$ cat src/rtl/ysyx_25040111_lsu.sv
// Memory-access / writeback stage: one instruction in flight, single-outstanding data bus.
// Optional misalignment trap enabled by defining YSYX_25040111_MISALIGN_CHK_EN.
module ysyx_25040111_lsu #(
    parameter int ADDR_W = 32,
    parameter int DATA_W = 32
) (
    input  logic              clock,
    input  logic              reset,
    input  logic              abt_valid,
    output logic              abt_ready,
    input  logic              abt_men,
    input  logic              abt_write,
    input  logic [31:0]       abt_addr,
    input  logic [31:0]       abt_wdata,
    input  logic [1:0]        abt_mask,
    input  logic              abt_rsign,
    input  logic [4:0]        abt_ard,
    input  logic [31:0]       abt_rd,
    input  logic              abt_gen,
    input  logic [11:0]       abt_acsr,
    input  logic [31:0]       abt_csr,
    input  logic              abt_sen,
    input  logic [31:0]       abt_pc,
    input  logic              erri,
    input  logic [3:0]        errtpi,
    output logic              abt_finish,
    output logic [4:0]        abt_frd,
    output logic              mem_req_valid,
    input  logic              mem_req_ready,
    output logic              mem_wen,
    output logic [ADDR_W-1:0] mem_addr,
    output logic [DATA_W-1:0] mem_wdata,
    output logic [3:0]        mem_wstrb,
    input  logic              mem_resp_valid,
    output logic              mem_resp_ready,
    input  logic [DATA_W-1:0] mem_rdata,
    input  logic              mem_resp_err,
    output logic              gpr_wen,
    output logic [4:0]        gpr_waddr,
    output logic [31:0]       gpr_wdata,
    output logic              csr_wen,
    output logic [11:0]       csr_waddr,
    output logic [31:0]       csr_wdata,
    output logic [31:0]       commit_pc,
    output logic              erro,
    output logic [3:0]        errtpo
);

    typedef enum logic [1:0] {S_IDLE, S_REQ, S_RESP, S_WB} state_t;

    state_t      state_q, state_d;
    logic        men_q, write_q, rsign_q, gen_q, sen_q, erri_q, resp_err_q;
    logic [31:0] addr_q, wdata_q, rd_q, csr_q, pc_q, rdata_q;
    logic [1:0]  mask_q;
    logic [4:0]  ard_q;
    logic [11:0] acsr_q;
    logic [3:0]  errtpi_q;

    logic        mis_in, mis_q, err_any, is_load;
    logic [31:0] shifted, load_ext;
    logic [3:0]  err_code;

`ifdef YSYX_25040111_MISALIGN_CHK_EN
    assign mis_in = abt_men & (((abt_mask == 2'b10) & abt_addr[0]) |
                               ((abt_mask == 2'b11) & (abt_addr[1:0] != 2'b00)));
    assign mis_q  = men_q & (((mask_q == 2'b10) & addr_q[0]) |
                             ((mask_q == 2'b11) & (addr_q[1:0] != 2'b00)));
`else
    assign mis_in = 1'b0;
    assign mis_q  = 1'b0;
`endif

    assign is_load = men_q & ~write_q;
    assign err_any = erri_q | resp_err_q | mis_q;

    always_comb begin
        err_code = 4'd0;
        if (erri_q)          err_code = errtpi_q;
        else if (mis_q)      err_code = write_q ? 4'd6 : 4'd4;
        else if (resp_err_q) err_code = write_q ? 4'd7 : 4'd5;
    end

    // Bus request fields come straight from the latched instruction, so they stay stable in REQ.
    assign mem_wen  = write_q;
    assign mem_addr = ADDR_W'({addr_q[31:2], 2'b00});

    always_comb begin
        mem_wstrb = 4'h0;
        mem_wdata = wdata_q;
        case (mask_q)
            2'b01: begin
                mem_wstrb = 4'b0001 << addr_q[1:0];
                mem_wdata = {4{wdata_q[7:0]}};
            end
            2'b10: begin
                mem_wstrb = 4'b0011 << addr_q[1:0];
                mem_wdata = {2{wdata_q[15:0]}};
            end
            2'b11:   mem_wstrb = 4'hF;
            default: mem_wstrb = 4'h0;
        endcase
    end

    assign shifted = rdata_q >> {addr_q[1:0], 3'b000};

    always_comb begin
        case (mask_q)
            2'b01:   load_ext = rsign_q ? {{24{shifted[7]}}, shifted[7:0]}
                                        : {24'd0, shifted[7:0]};
            2'b10:   load_ext = rsign_q ? {{16{shifted[15]}}, shifted[15:0]}
                                        : {16'd0, shifted[15:0]};
            default: load_ext = shifted;
        endcase
    end

    assign gpr_waddr = ard_q;
    assign gpr_wdata = is_load ? load_ext : rd_q;
    assign csr_waddr = acsr_q;
    assign csr_wdata = csr_q;

    always_comb begin
        state_d        = state_q;
        abt_ready      = 1'b0;
        mem_req_valid  = 1'b0;
        mem_resp_ready = 1'b0;
        abt_finish     = 1'b0;
        abt_frd        = '0;
        commit_pc      = '0;
        gpr_wen        = 1'b0;
        csr_wen        = 1'b0;
        erro           = 1'b0;
        errtpo         = '0;
        case (state_q)
            S_IDLE: begin
                abt_ready = 1'b1;
                if (abt_valid) state_d = (abt_men & ~mis_in) ? S_REQ : S_WB;
            end
            S_REQ: begin
                mem_req_valid = 1'b1;
                if (mem_req_ready) state_d = S_RESP;
            end
            S_RESP: begin
                mem_resp_ready = 1'b1;
                if (mem_resp_valid) state_d = S_WB;
            end
            S_WB: begin
                abt_finish = 1'b1;
                abt_frd    = ard_q;
                commit_pc  = pc_q;
                gpr_wen    = gen_q & (ard_q != 5'd0) & ~err_any & ~(men_q & write_q);
                csr_wen    = sen_q;
                erro       = err_any;
                errtpo     = err_code;
                state_d    = S_IDLE;
            end
            default: state_d = S_IDLE;
        endcase
    end

    always_ff @(posedge clock) begin
        if (reset) begin
            state_q    <= S_IDLE;
            men_q      <= 1'b0;
            write_q    <= 1'b0;
            rsign_q    <= 1'b0;
            gen_q      <= 1'b0;
            sen_q      <= 1'b0;
            erri_q     <= 1'b0;
            resp_err_q <= 1'b0;
            addr_q     <= '0;
            wdata_q    <= '0;
            rd_q       <= '0;
            csr_q      <= '0;
            pc_q       <= '0;
            rdata_q    <= '0;
            mask_q     <= '0;
            ard_q      <= '0;
            acsr_q     <= '0;
            errtpi_q   <= '0;
        end else begin
            state_q <= state_d;
            if (state_q == S_IDLE && abt_valid) begin
                men_q      <= abt_men;
                write_q    <= abt_write;
                rsign_q    <= abt_rsign;
                gen_q      <= abt_gen;
                sen_q      <= abt_sen;
                erri_q     <= erri;
                addr_q     <= abt_addr;
                wdata_q    <= abt_wdata;
                rd_q       <= abt_rd;
                csr_q      <= abt_csr;
                pc_q       <= abt_pc;
                mask_q     <= abt_mask;
                ard_q      <= abt_ard;
                acsr_q     <= abt_acsr;
                errtpi_q   <= errtpi;
                rdata_q    <= '0;
                resp_err_q <= 1'b0;
            end
            if (state_q == S_RESP && mem_resp_valid) begin
                rdata_q    <= mem_rdata;
                resp_err_q <= mem_resp_err;
            end
        end
    end

endmodule

$ cat config.mk
export PLATFORM = sky130hd
export DESIGN_NAME = ysyx_25040111_lsu
export DESIGN_NICKNAME = d
export VERILOG_FILES = /design/src/rtl/ysyx_25040111_lsu.sv
export SDC_FILE = /design/constraint.sdc
export NUM_CORES = 1
export LEC_CHECK = 0
export CAP_MARGIN = 40
export CORE_AREA = 2 2 230 119
export CTS_CLUSTER_SIZE = 10
export DETAILED_ROUTE_END_ITERATION = 8
export DIE_AREA = 0 0 232 121
export GPL_TIMING_DRIVEN = 0
export HOLD_SLACK_MARGIN = 0.12
export PLACE_DENSITY = 0.75
export SLEW_MARGIN = 20
export SYNTH_ARGS = -nofsm -noshare
export SYNTH_HDL_FRONTEND = slang
export SYNTH_SLANG_ARGS = --single-unit
$ cat constraint.sdc
create_clock -name clock -period 2.3 [get_ports clock]
set_clock_uncertainty 0.15 [all_clocks]
set_input_delay 0.46 -clock clock [delete_from_list [all_inputs] [get_ports clock]]
set_output_delay 0.46 -clock clock [all_outputs]
set_load 0.02 [all_outputs]
Word-level counts from Yosys, hierarchy flattened

Index checks and enable logic that the tools add are counted.
W data, S select, Z words.

Equal/unequal tests: 9
Shifts and indexed selects: 3
Muxes and demuxes: 28
Bitwise logic cells: 9
Reduce and logical (&&, ||, !) cells: 6

Operators by type and width:

| kind                  | number |
|---|---|
| $mux W32              | 6 |
| $pmux W32 S2          | 2 |
| $shr A32 B5 Y32       | 1 |
| $pmux W4 S3           | 1 |
| $mux W2               | 5 |
| $mux W1               | 9 |
| $eq A2 B2 Y1 const B  | 4 |
| $mux W4               | 2 |
| $pmux W2 S4           | 1 |
| $ne A2 B2 Y1 const B  | 3 |
| $and A1 B1 Y1         | 5 |
| $mux W5               | 1 |
| $reduce_bool A5 Y1    | 1 |
| $eq A2 B1 Y1 const B  | 2 |
| $shl A1 B2 Y4 const A | 1 |
| $shl A2 B2 Y4 const A | 1 |
| $mux W3               | 1 |
| $not A1 Y1            | 3 |
| $reduce_and A3 Y1     | 1 |
| $logic_and A1 B1 Y1   | 2 |
| $logic_not A2 Y1      | 1 |
| $reduce_bool A2 Y1    | 1 |
| $or A1 B1 Y1          | 1 |

Flip-flop bits (word level): 224
Input bits: 227
Output and inout port bits: 198
Word-level logic and storage cells: 73

Depth between registers and ports, before layout

Gate-level depths: netlist of the first run.

Depth in word-level cells: 5
Gate-level depth with buffers: 8
Depth with buffers taken out: 6

Worst setup path after synthesis of the first run

Ideal clock, no wire load.

Path type: reg2out
Start point: register mask_q[0]
End point: output port mem_wdata[16]
Arrival time: 1.802 ns
Data required time: 1.690 ns
Setup slack: -0.112 ns
Cell stages (with the launch flop): 7
Path buffers: 2
Cell sequence: dfxtp_1 -> inv_1 -> ha_1 -> clkbuf_1 -> clkbuf_1 -> nand2_1 -> o22ai_1

Cells in the longest elaborated chain, start to end: 2
Elaborated cells on any way between the ends: 3
Those cells by class: eq/ne: 2; mux: 1

Ends and longest elaborated chain:

| item                                         | RTL line | text |
|---|---|---|
| start: declaration                           | 54       | `logic [1:0] mask_q;` |
| start signal: assignment                     | 194      | `mask_q <= abt_mask;` |
| $eq A2 B2 Y1 or $eq A2 B1 Y1 (tied branches) | 90       | `case (mask_q)` |
| $pmux W32 S2 *                               | 90       |  |
| end: declaration                             | 32       | `output logic [DATA_W-1:0] mem_wdata,` |

Mark *: on every way between the ends. The rest lies on a longest branch, timed or not.

Worst setup path after layout of the first run

Start point: register mask_q[0]
End point: output port gpr_wdata[21]

Cells in the longest elaborated chain, start to end: 3
Elaborated cells on any way between the ends: 4
Those cells by class: eq/ne: 2; mux: 2

Ends and longest elaborated chain:

| item                                         | RTL line | text |
|---|---|---|
| $eq A2 B2 Y1 or $eq A2 B1 Y1 (tied branches) | 107      | `case (mask_q)` |
| $pmux W32 S2 *                               | 107      |  |
| $mux W32 *                                   | 117      | `assign gpr_wdata = is_load ? load_ext : rd_q;` |
| end: declaration                             | 40       | `output logic [31:0] gpr_wdata,` |

Marks and branches as above.

==> reports/metrics.csv, run 1 <==
stage,metric,value,unit
sta,worst-margin pin slew,779,ps
die,Top Ports,425,
cells_and_area,post-layout util,64.1,%
worst_setup_path,Worst setup EP type,output port,
route,DRC,0,
grt,GRT Total Usage,28.5,%
yosys,Yosys reg bits,224,
clock_tree,CTS tree,done,
cells_and_area,NumNets Final,2037,
power_and_ir_drop,Pleak,6.47,nW
yosys,Post-synth EDFFs,0,
placed_design,post-DP HPWL,31700,µm
cells_and_area,sequential cell area,0.00452,mm²
cells_and_area,Final Cell Area,0.0167,mm²
clock_tree,Root Driver,clkbuf_16,
min_path,HP Class,register to register,
route,vias per cell,5.18,
cells_and_area,Layout fillers,2169,
sta,final setup fails,80,
worst_setup_path,startpoint class of the critical path,register,
yosys,ys flop type,dfxtp_1,
die,Die H,121,µm
route,Final ANT Viol Nets,0,
cells_and_area,area of the multi-input gates,0.00522,mm²
clock_tree,Clock Path Buffers,3,
worst_setup_path,Crit path arrival time,2480,ps
yosys,ys async rst share,0,%
clock_tree,worst-skew pair later-pin latency,530,ps
grt,vias in the first global route,10527,
die,Starting Density,37.5,%
sta,Pins Over Slew Limit,0,
yosys,post-synth top area share,46.0,%
grt,largest net degree at the start of global routing,20,
yosys,Synth Instances,1302,
clock_tree,CTS sink cnt,224,
clock_tree,"Reg clk slew, reported paths",60,ps
sta,RSZ-0062 raised after global routing,yes,
sta,Tmin final,3090,ps
placed_design,DP Area,0.0145,mm²
die,cell row count,42,
die,core area,0.0260,mm²
worst_setup_path,critical path class,register to output port,
route,Post-Route WL,42800,µm
worst_setup_path,"Data required, critical path",1690,ps
sta,relative slew slack,48.1,%
sta,fin crit share,134,%
yosys,yosys warns,0,
clock_tree,Max H-tree Level,1,
grt,initial antenna violation count,2,
cells_and_area,area grow syn2layout,71.0,%
die,die area,0.0281,mm²
worst_setup_path,critical path peak fanout,7,
flow_run,Max-Cap Viols,0,
sta,final hold violation count,0,
run_status,failing checks,setup timing,
route,routed length per instance,19.8,µm
placed_design,# port buffers,421,
run_status,status,"complete, but fails checks",
route,Initial DRT Pass Iterations,5,
power_and_ir_drop,VDD IR max,594,µV
route,drt first-iter violations,880,
grt,GR Overflow Total,0,
cells_and_area,layout cells sized above 1,23.4,%
yosys,top post-synthesis cells by area,"dfxtp_1 46%, nand2_1 16%, a21oi_1 12%, nor2_1 3.5%, a22oi_1 3.2%",
yosys,Mapped Area,0.00974,mm²
power_and_ir_drop,pwr dens,1000,mW/mm²
placed_design,gpl congestion,0.932,
sta,Setup WS post-layout,-792,ps
route,vias,11175,
power_and_ir_drop,Tot Pwr,16.7,mW
yosys,leading area contributor after synthesis,dfxtp_1,
die,Die X,232,µm
clock_tree,Inserted Clock Buffers,26,
sta,achievable frequency,323,MHz
yosys,Avg Inst Size Synth,7.48,µm²
yosys,register area share after synthesis,46.0,%
grt,global-route wire length before repair,60900,µm
yosys,Synth cell types,40,
## layout by cell type, fill, tap and decap left out, drive strengths merged, types with 2 or more instances in the layout
cell type / synthesis / layout
a211oi: 2 / 2
a21oi: 234 / 234
a222oi: 2 / 2
a22o: 8 / 8
a22oi: 42 / 42
a31oi: 2 / 2
and2: 48 / 48
buf: 62 / 210
clkbuf: 74 / 102
clkdlybuf4s15: 0 / 8
clkdlybuf4s50: 0 / 307
conb: 1 / 2
dfxtp: 224 / 224
diode: 0 / 4
dlygate4sd2: 0 / 6
ha: 10 / 10
inv: 21 / 21
mux2: 7 / 7
mux2i: 19 / 19
nand2: 412 / 412
nand2b: 4 / 4
nand3b: 2 / 2
nor2: 91 / 91
nor2b: 3 / 3
nor3: 2 / 2
o21ai: 16 / 16
o22ai: 8 / 8
## Yosys cell counts (all sizes together), types with 2 or more instances
library cell / n
a211oi: 2
a21oi: 234
a222oi: 2
a22o: 8
a22oi: 42
a31oi: 2
and2: 48
buf: 62
clkbuf: 74
dfxtp: 224
ha: 10
inv: 21
mux2: 7
mux2i: 19
nand2: 412
nand2b: 4
nand3b: 2
nor2: 91
nor2b: 3
nor3: 2
o21ai: 16
o22ai: 8
## final cells by class
type                       count  area share, %
antenna                        4         0.0601
buffer                       129           5.70
clock buffer                  28           4.14
clock inverter                 1          0.180
inverter                      21          0.503
multi-input combinational    922           31.3
sequential                   224           27.1
tap                          352           2.64
timing repair buffer         476           28.3
## registers in the layout, indices dropped and copies added (netlist names)
name and count:
rdata_q 32, gen_q 1, resp_err_q 1, pc_q 32, wdata_q 32, mask_q 2
sen_q 1, csr_wdata 32, mem_wen 1, men_q 1, erri_q 1, addr_q 32
gpr_waddr 5, state_q 2, errtpi_q 4, rsign_q 1, rd_q 32, csr_waddr 12
## repair_timing
item                       CTS  global route
pin swaps                   26            31
gates cloned                 2             2
hold buffers                 0             0
setup endpoints to repair  237           261
buffers inserted            26            27
resized for setup          663           219
## final timing paths
| kind | startpoint | slack, ps | end | cells after the start |
|---|---|---|---|---|
| max | mask_q[0] | -790 | gpr_wdata[21] | 9 |
| min | pc_q[17] | 300 | pc_q[17] | 2 |
| max reg2reg | state_q[1] | 170 | rd_q[6] | 9 |
| min reg2reg | pc_q[17] | 300 | pc_q[17] | 2 |
## per-stage QoR
stage                     setup slack, ps  hold WS (ps)  TNS (ps)  std cells
after floorplan                     -42.4           282      -527       1303
after global placement               -989           289   -123230       2076
after detailed placement            -1020           292   -103680       2078
after CTS                            -797           298    -28460       2129
after global routing                 -851           308    -38090       2154
final                                -792           300    -33140       2157
## worst max-delay path, stage by stage, from the launching register on
cell and delay [ps]:
dfxtp_4 360, buf_4 110, ha_2 240, nand3_4 90, a222oi_1 290, buf_4 190, a41oi_4 70, buf_6 220
a21oi_4 230, buf_6 150
## per-layer routing
metal | vias up | routed length [µm] | global-route usage, %
li1 | 5217 | - | -
met1 | 5364 | 17900 | 37.0
met2 | 529 | 19300 | 45.3
met3 | 65 | 4380 | 9.28
met4 | 0 | 1180 | 8.57
met5 | - | 0 | 0
## report_power, final
part	switching (mW)	internal, mW
sequential	0.562	4.61
clock	1.59	2.19
combinational	4.22	3.48
total	6.37	10.3
## kinds of logic after synthesis
logic type / after synthesis / share of synthesized area [%]
and+or+nand+nor: 568 / 23.6
AOI/OAI and AO/OA: 316 / 18.4
DFF: 224 / 46.0
buffers and inverters: 157 / 7.83
muxes: 26 / 2.76
adders and majority gates: 10 / 1.28
other: 1 / 0.0385
(Power assumes the default switching activity.)
==> run 2: changes to the inputs <==
--- a/config.mk
+++ b/config.mk
@@ -6,13 +6,15 @@
 export NUM_CORES = 1
 export LEC_CHECK = 0
 export CAP_MARGIN = 40
-export CORE_AREA = 2 2 230 119
+export CORE_AREA = 2 2 227 117
+export CTS_BUF_LIST = sky130_fd_sc_hd__clkbuf_4
 export CTS_CLUSTER_SIZE = 10
 export DETAILED_ROUTE_END_ITERATION = 8
-export DIE_AREA = 0 0 232 121
+export DIE_AREA = 0 0 229 119
 export GPL_TIMING_DRIVEN = 0
 export HOLD_SLACK_MARGIN = 0.12
-export PLACE_DENSITY = 0.75
+export PLACE_DENSITY = 0.77
+export SETUP_SLACK_MARGIN = 0.4
 export SLEW_MARGIN = 20
 export SYNTH_ARGS = -nofsm -noshare
 export SYNTH_HDL_FRONTEND = slang
==> run 2 against run 1 <==
Net effect: the run still ends with setup timing left; clock-buffer cell count rose by 51; sequential share of layout area fell by 2.3 points; sequential power rose by 2%; non-clock buffer count rose by 109; final cell count rose by 7.9%.
==> reports/metrics.csv, run 2 (synthesized netlist as in run 1, its figures left out) <==
stage,metric,value,unit,change
placed_design,placed cells,2076,,-0.096%
cells_and_area,"commonest non-fill, non-tap cell in the layout",nand2_1,,
clock_tree,CTS tree,done,,
worst_setup_path,critical path class,register to output port,,
sta,achievable frequency,315,MHz,-2.5%
grt,grt met1 use,40.1,%,+3.2 points
clock_tree,Root Driver,clkbuf_4,,
min_path,HP Class,input pin to register,,
cells_and_area,area grow syn2layout,90.1,%,
clock_tree,"Reg clk slew, reported paths",70,ps,about the same
cells_and_area,most frequent cells in the layout,"399 x nand2_1, 225 x clkdlybuf4s50_1, 215 x buf_6, 191 x a21oi_1, 169 x dfxtp_1",,
route,routed length per instance,19.9,µm,+0.11%
grt,most crowded layer after global routing,met2,,
grt,vias in the first global route,11499,,+9.2%
worst_setup_path,"Data required, critical path",1690,ps,about the same
cells_and_area,area of the multi-input gates,0.00567,mm²,+8.7%
worst_setup_path,Crit path top cell by count,buf_6,,
route,vias per cell,5.17,,-0.30%
flow_run,Max-Cap Viols,0,,unchanged
grt,initial antenna violation count,1,,-1
worst_setup_path,delay of the slowest critical-path stage,390,ps,+30 ps
route,Initial DRT Pass Iterations,5,,unchanged
clock_tree,Max H-tree Level,2,,+1
worst_setup_path,Crit-path slowest cell,dfxtp_4,,
cells_and_area,NumNets Final,2172,,+6.6%
worst_setup_path,"CP delay by family, top",buffers and inverters,,
grt,met2 usage,49.3,%,+4.0 points
power_and_ir_drop,Pleak,7.53,nW,+16%
cells_and_area,sequential cell area,0.00460,mm²,+1.8%
power_and_ir_drop,pwr dens,948,mW/mm²,-5.1%
worst_setup_path,crit-path cells,inv_4 -> ha_4 -> nand3_4 -> a222oi_1 -> buf_4 -> a41oi_4 -> buf_6 -> buf_12 -> a21oi_4 -> buf_6,,
sta,Tmin final,3170,ps,+80.8 ps
placed_design,gpl congestion,0.970,,+4.0%
run_status,failing checks,setup timing,,
run_status,status,"complete, but fails checks",,
sta,RSZ-0062 raised after global routing,yes,,
cells_and_area,Final Non-Filler Cells,2328,,+7.9%
grt,GR Overflow Total,0,,unchanged
placed_design,# port buffers,421,,unchanged
worst_setup_path,Worst setup EP type,output port,,
placed_design,post-DP HPWL,31700,µm,-0.19%
sta,final hold violation count,0,,unchanged
die,Die X,229,µm,-1.3%
sta,fin crit share,138,%,+3.5 points
sta,Setup WS post-layout,-873,ps,-80.8 ps
sta,worst-margin pin slew,813,ps,+34.0 ps
sta,final setup fails,105,,+31%
die,cell row count,42,,unchanged
die,core area,0.0256,mm²,-1.4%
die,Die H,119,µm,-1.7%
cells_and_area,layout cells sized above 1,38.5,%,+15 points
cells_and_area,Layout fillers,1893,,-13%
grt,met3 usage,9.87,%,+0.58 points
grt,global-route wire length before repair,65900,µm,+8.3%
die,Top Ports,425,,unchanged
die,die area,0.0273,mm²,-2.9%
die,Starting Density,38.0,%,+0.54 points
route,vias,12025,,+7.6%
power_and_ir_drop,Tot Pwr,17.6,mW,+5.5%
route,DRC,0,,unchanged
worst_setup_path,critical path peak fanout,7,,unchanged
clock_tree,Clock Path Buffers,3,,unchanged
route,Final ANT Viol Nets,0,,unchanged
clock_tree,Inserted Clock Buffers,52,,+100%
clock_tree,worst-skew pair later-pin latency,680,ps,+150 ps
grt,GRT Total Usage,31.2,%,+2.7 points
sta,Pins Over Slew Limit,0,,unchanged
grt,largest net degree at the start of global routing,14,,-30%
sta,relative slew slack,45.8,%,-2.3 points
power_and_ir_drop,VDD IR max,597,µV,+0.37%
worst_setup_path,startpoint class of the critical path,register,,
route,drt first-iter violations,1010,,+15%
worst_setup_path,WP buf/inv,5,,+1
route,Post-Route WL,46300,µm,+8.0%
worst_setup_path,Crit path arrival time,2560,ps,+80 ps
clock_tree,CTS sink cnt,224,,unchanged
run 2: cell type report:
type | count | share of cell area (%)
Antenna cell | 1 | 0.0135
Buffer | 136 | 6.76
Clock buffer | 79 | 3.20
Clock inverter | 15 | 0.480
Inverter | 21 | 0.507
Multi-Input combinational cell | 922 | 30.6
Sequential cell | 224 | 24.8
Tap cell | 352 | 2.38
Timing Repair Buffer | 578 | 31.2
run 2: per-stage QoR:
step	hold slack (ps)	instance area (µm²)	worst slack, ps	setup TNS, ps	util [%]
after floorplan	282	10200	3.08	0	-
after CTS	120	17400	-945	-51200	67.9
after detailed placement	293	14800	-857	-83770	57.8
after global placement	288	14800	-817	-80880	57.8
final	174	18500	-873	-48410	72.2
after global routing	110	18500	-1030	-61350	72.2
run 2: path summary, 6_finish.rpt:
path	startpoint	endpoint	slack [ps]	cells after the start
max	mask_q[0]	gpr_wdata[21]	-870	10
max reg2reg	state_q[1]	rdata_q[17]	260	11
min reg2reg	csr_waddr[10]	csr_waddr[10]	310	2
min	abt_csr[29]	csr_wdata[29]	170	3
run 2: power breakdown:
| part | total [mW] | leakage (nW) | switching [mW] | internal (mW) |
|---|---|---|---|---|
| Sequential | 5.26 | 1.86 | 0.622 | 4.64 |
| Combinational | 8.93 | 5.25 | 4.62 | 4.31 |
| Clock | 3.37 | 0.414 | 1.69 | 1.68 |
| Total | 17.6 | 7.53 | 6.94 | 10.6 |
run 2: worst reg2reg max path, delay by kind of cell, from the launching register on:
family / cells / cell delay, ps
adders and majority gates: 1 / 160
and+or+nand+nor: 3 / 460
DFF: 1 / 360
buffers and inverters: 6 / 770
AOI/OAI and AO/OA: 1 / 60
run 2: routing by layer:
layer	vias to the layer above	part of all wire, %
met5	-	0
met3	96	9.6
met2	641	46
met1	5748	41
met4	0	3.1
li1	5540	-
run 2: what timing repair did:
| action | in CTS | in global routing |
|---|---|---|
| buffers inserted | 56 | 30 |
| gates resized for setup | 1370 | 271 |
| hold endpoints to repair | 53 | 5 |
| gates cloned | 8 | 5 |
| endpoints found under the setup margin | 419 | 371 |
| pin swaps | 33 | 60 |
| hold buffers | 53 | 5 |
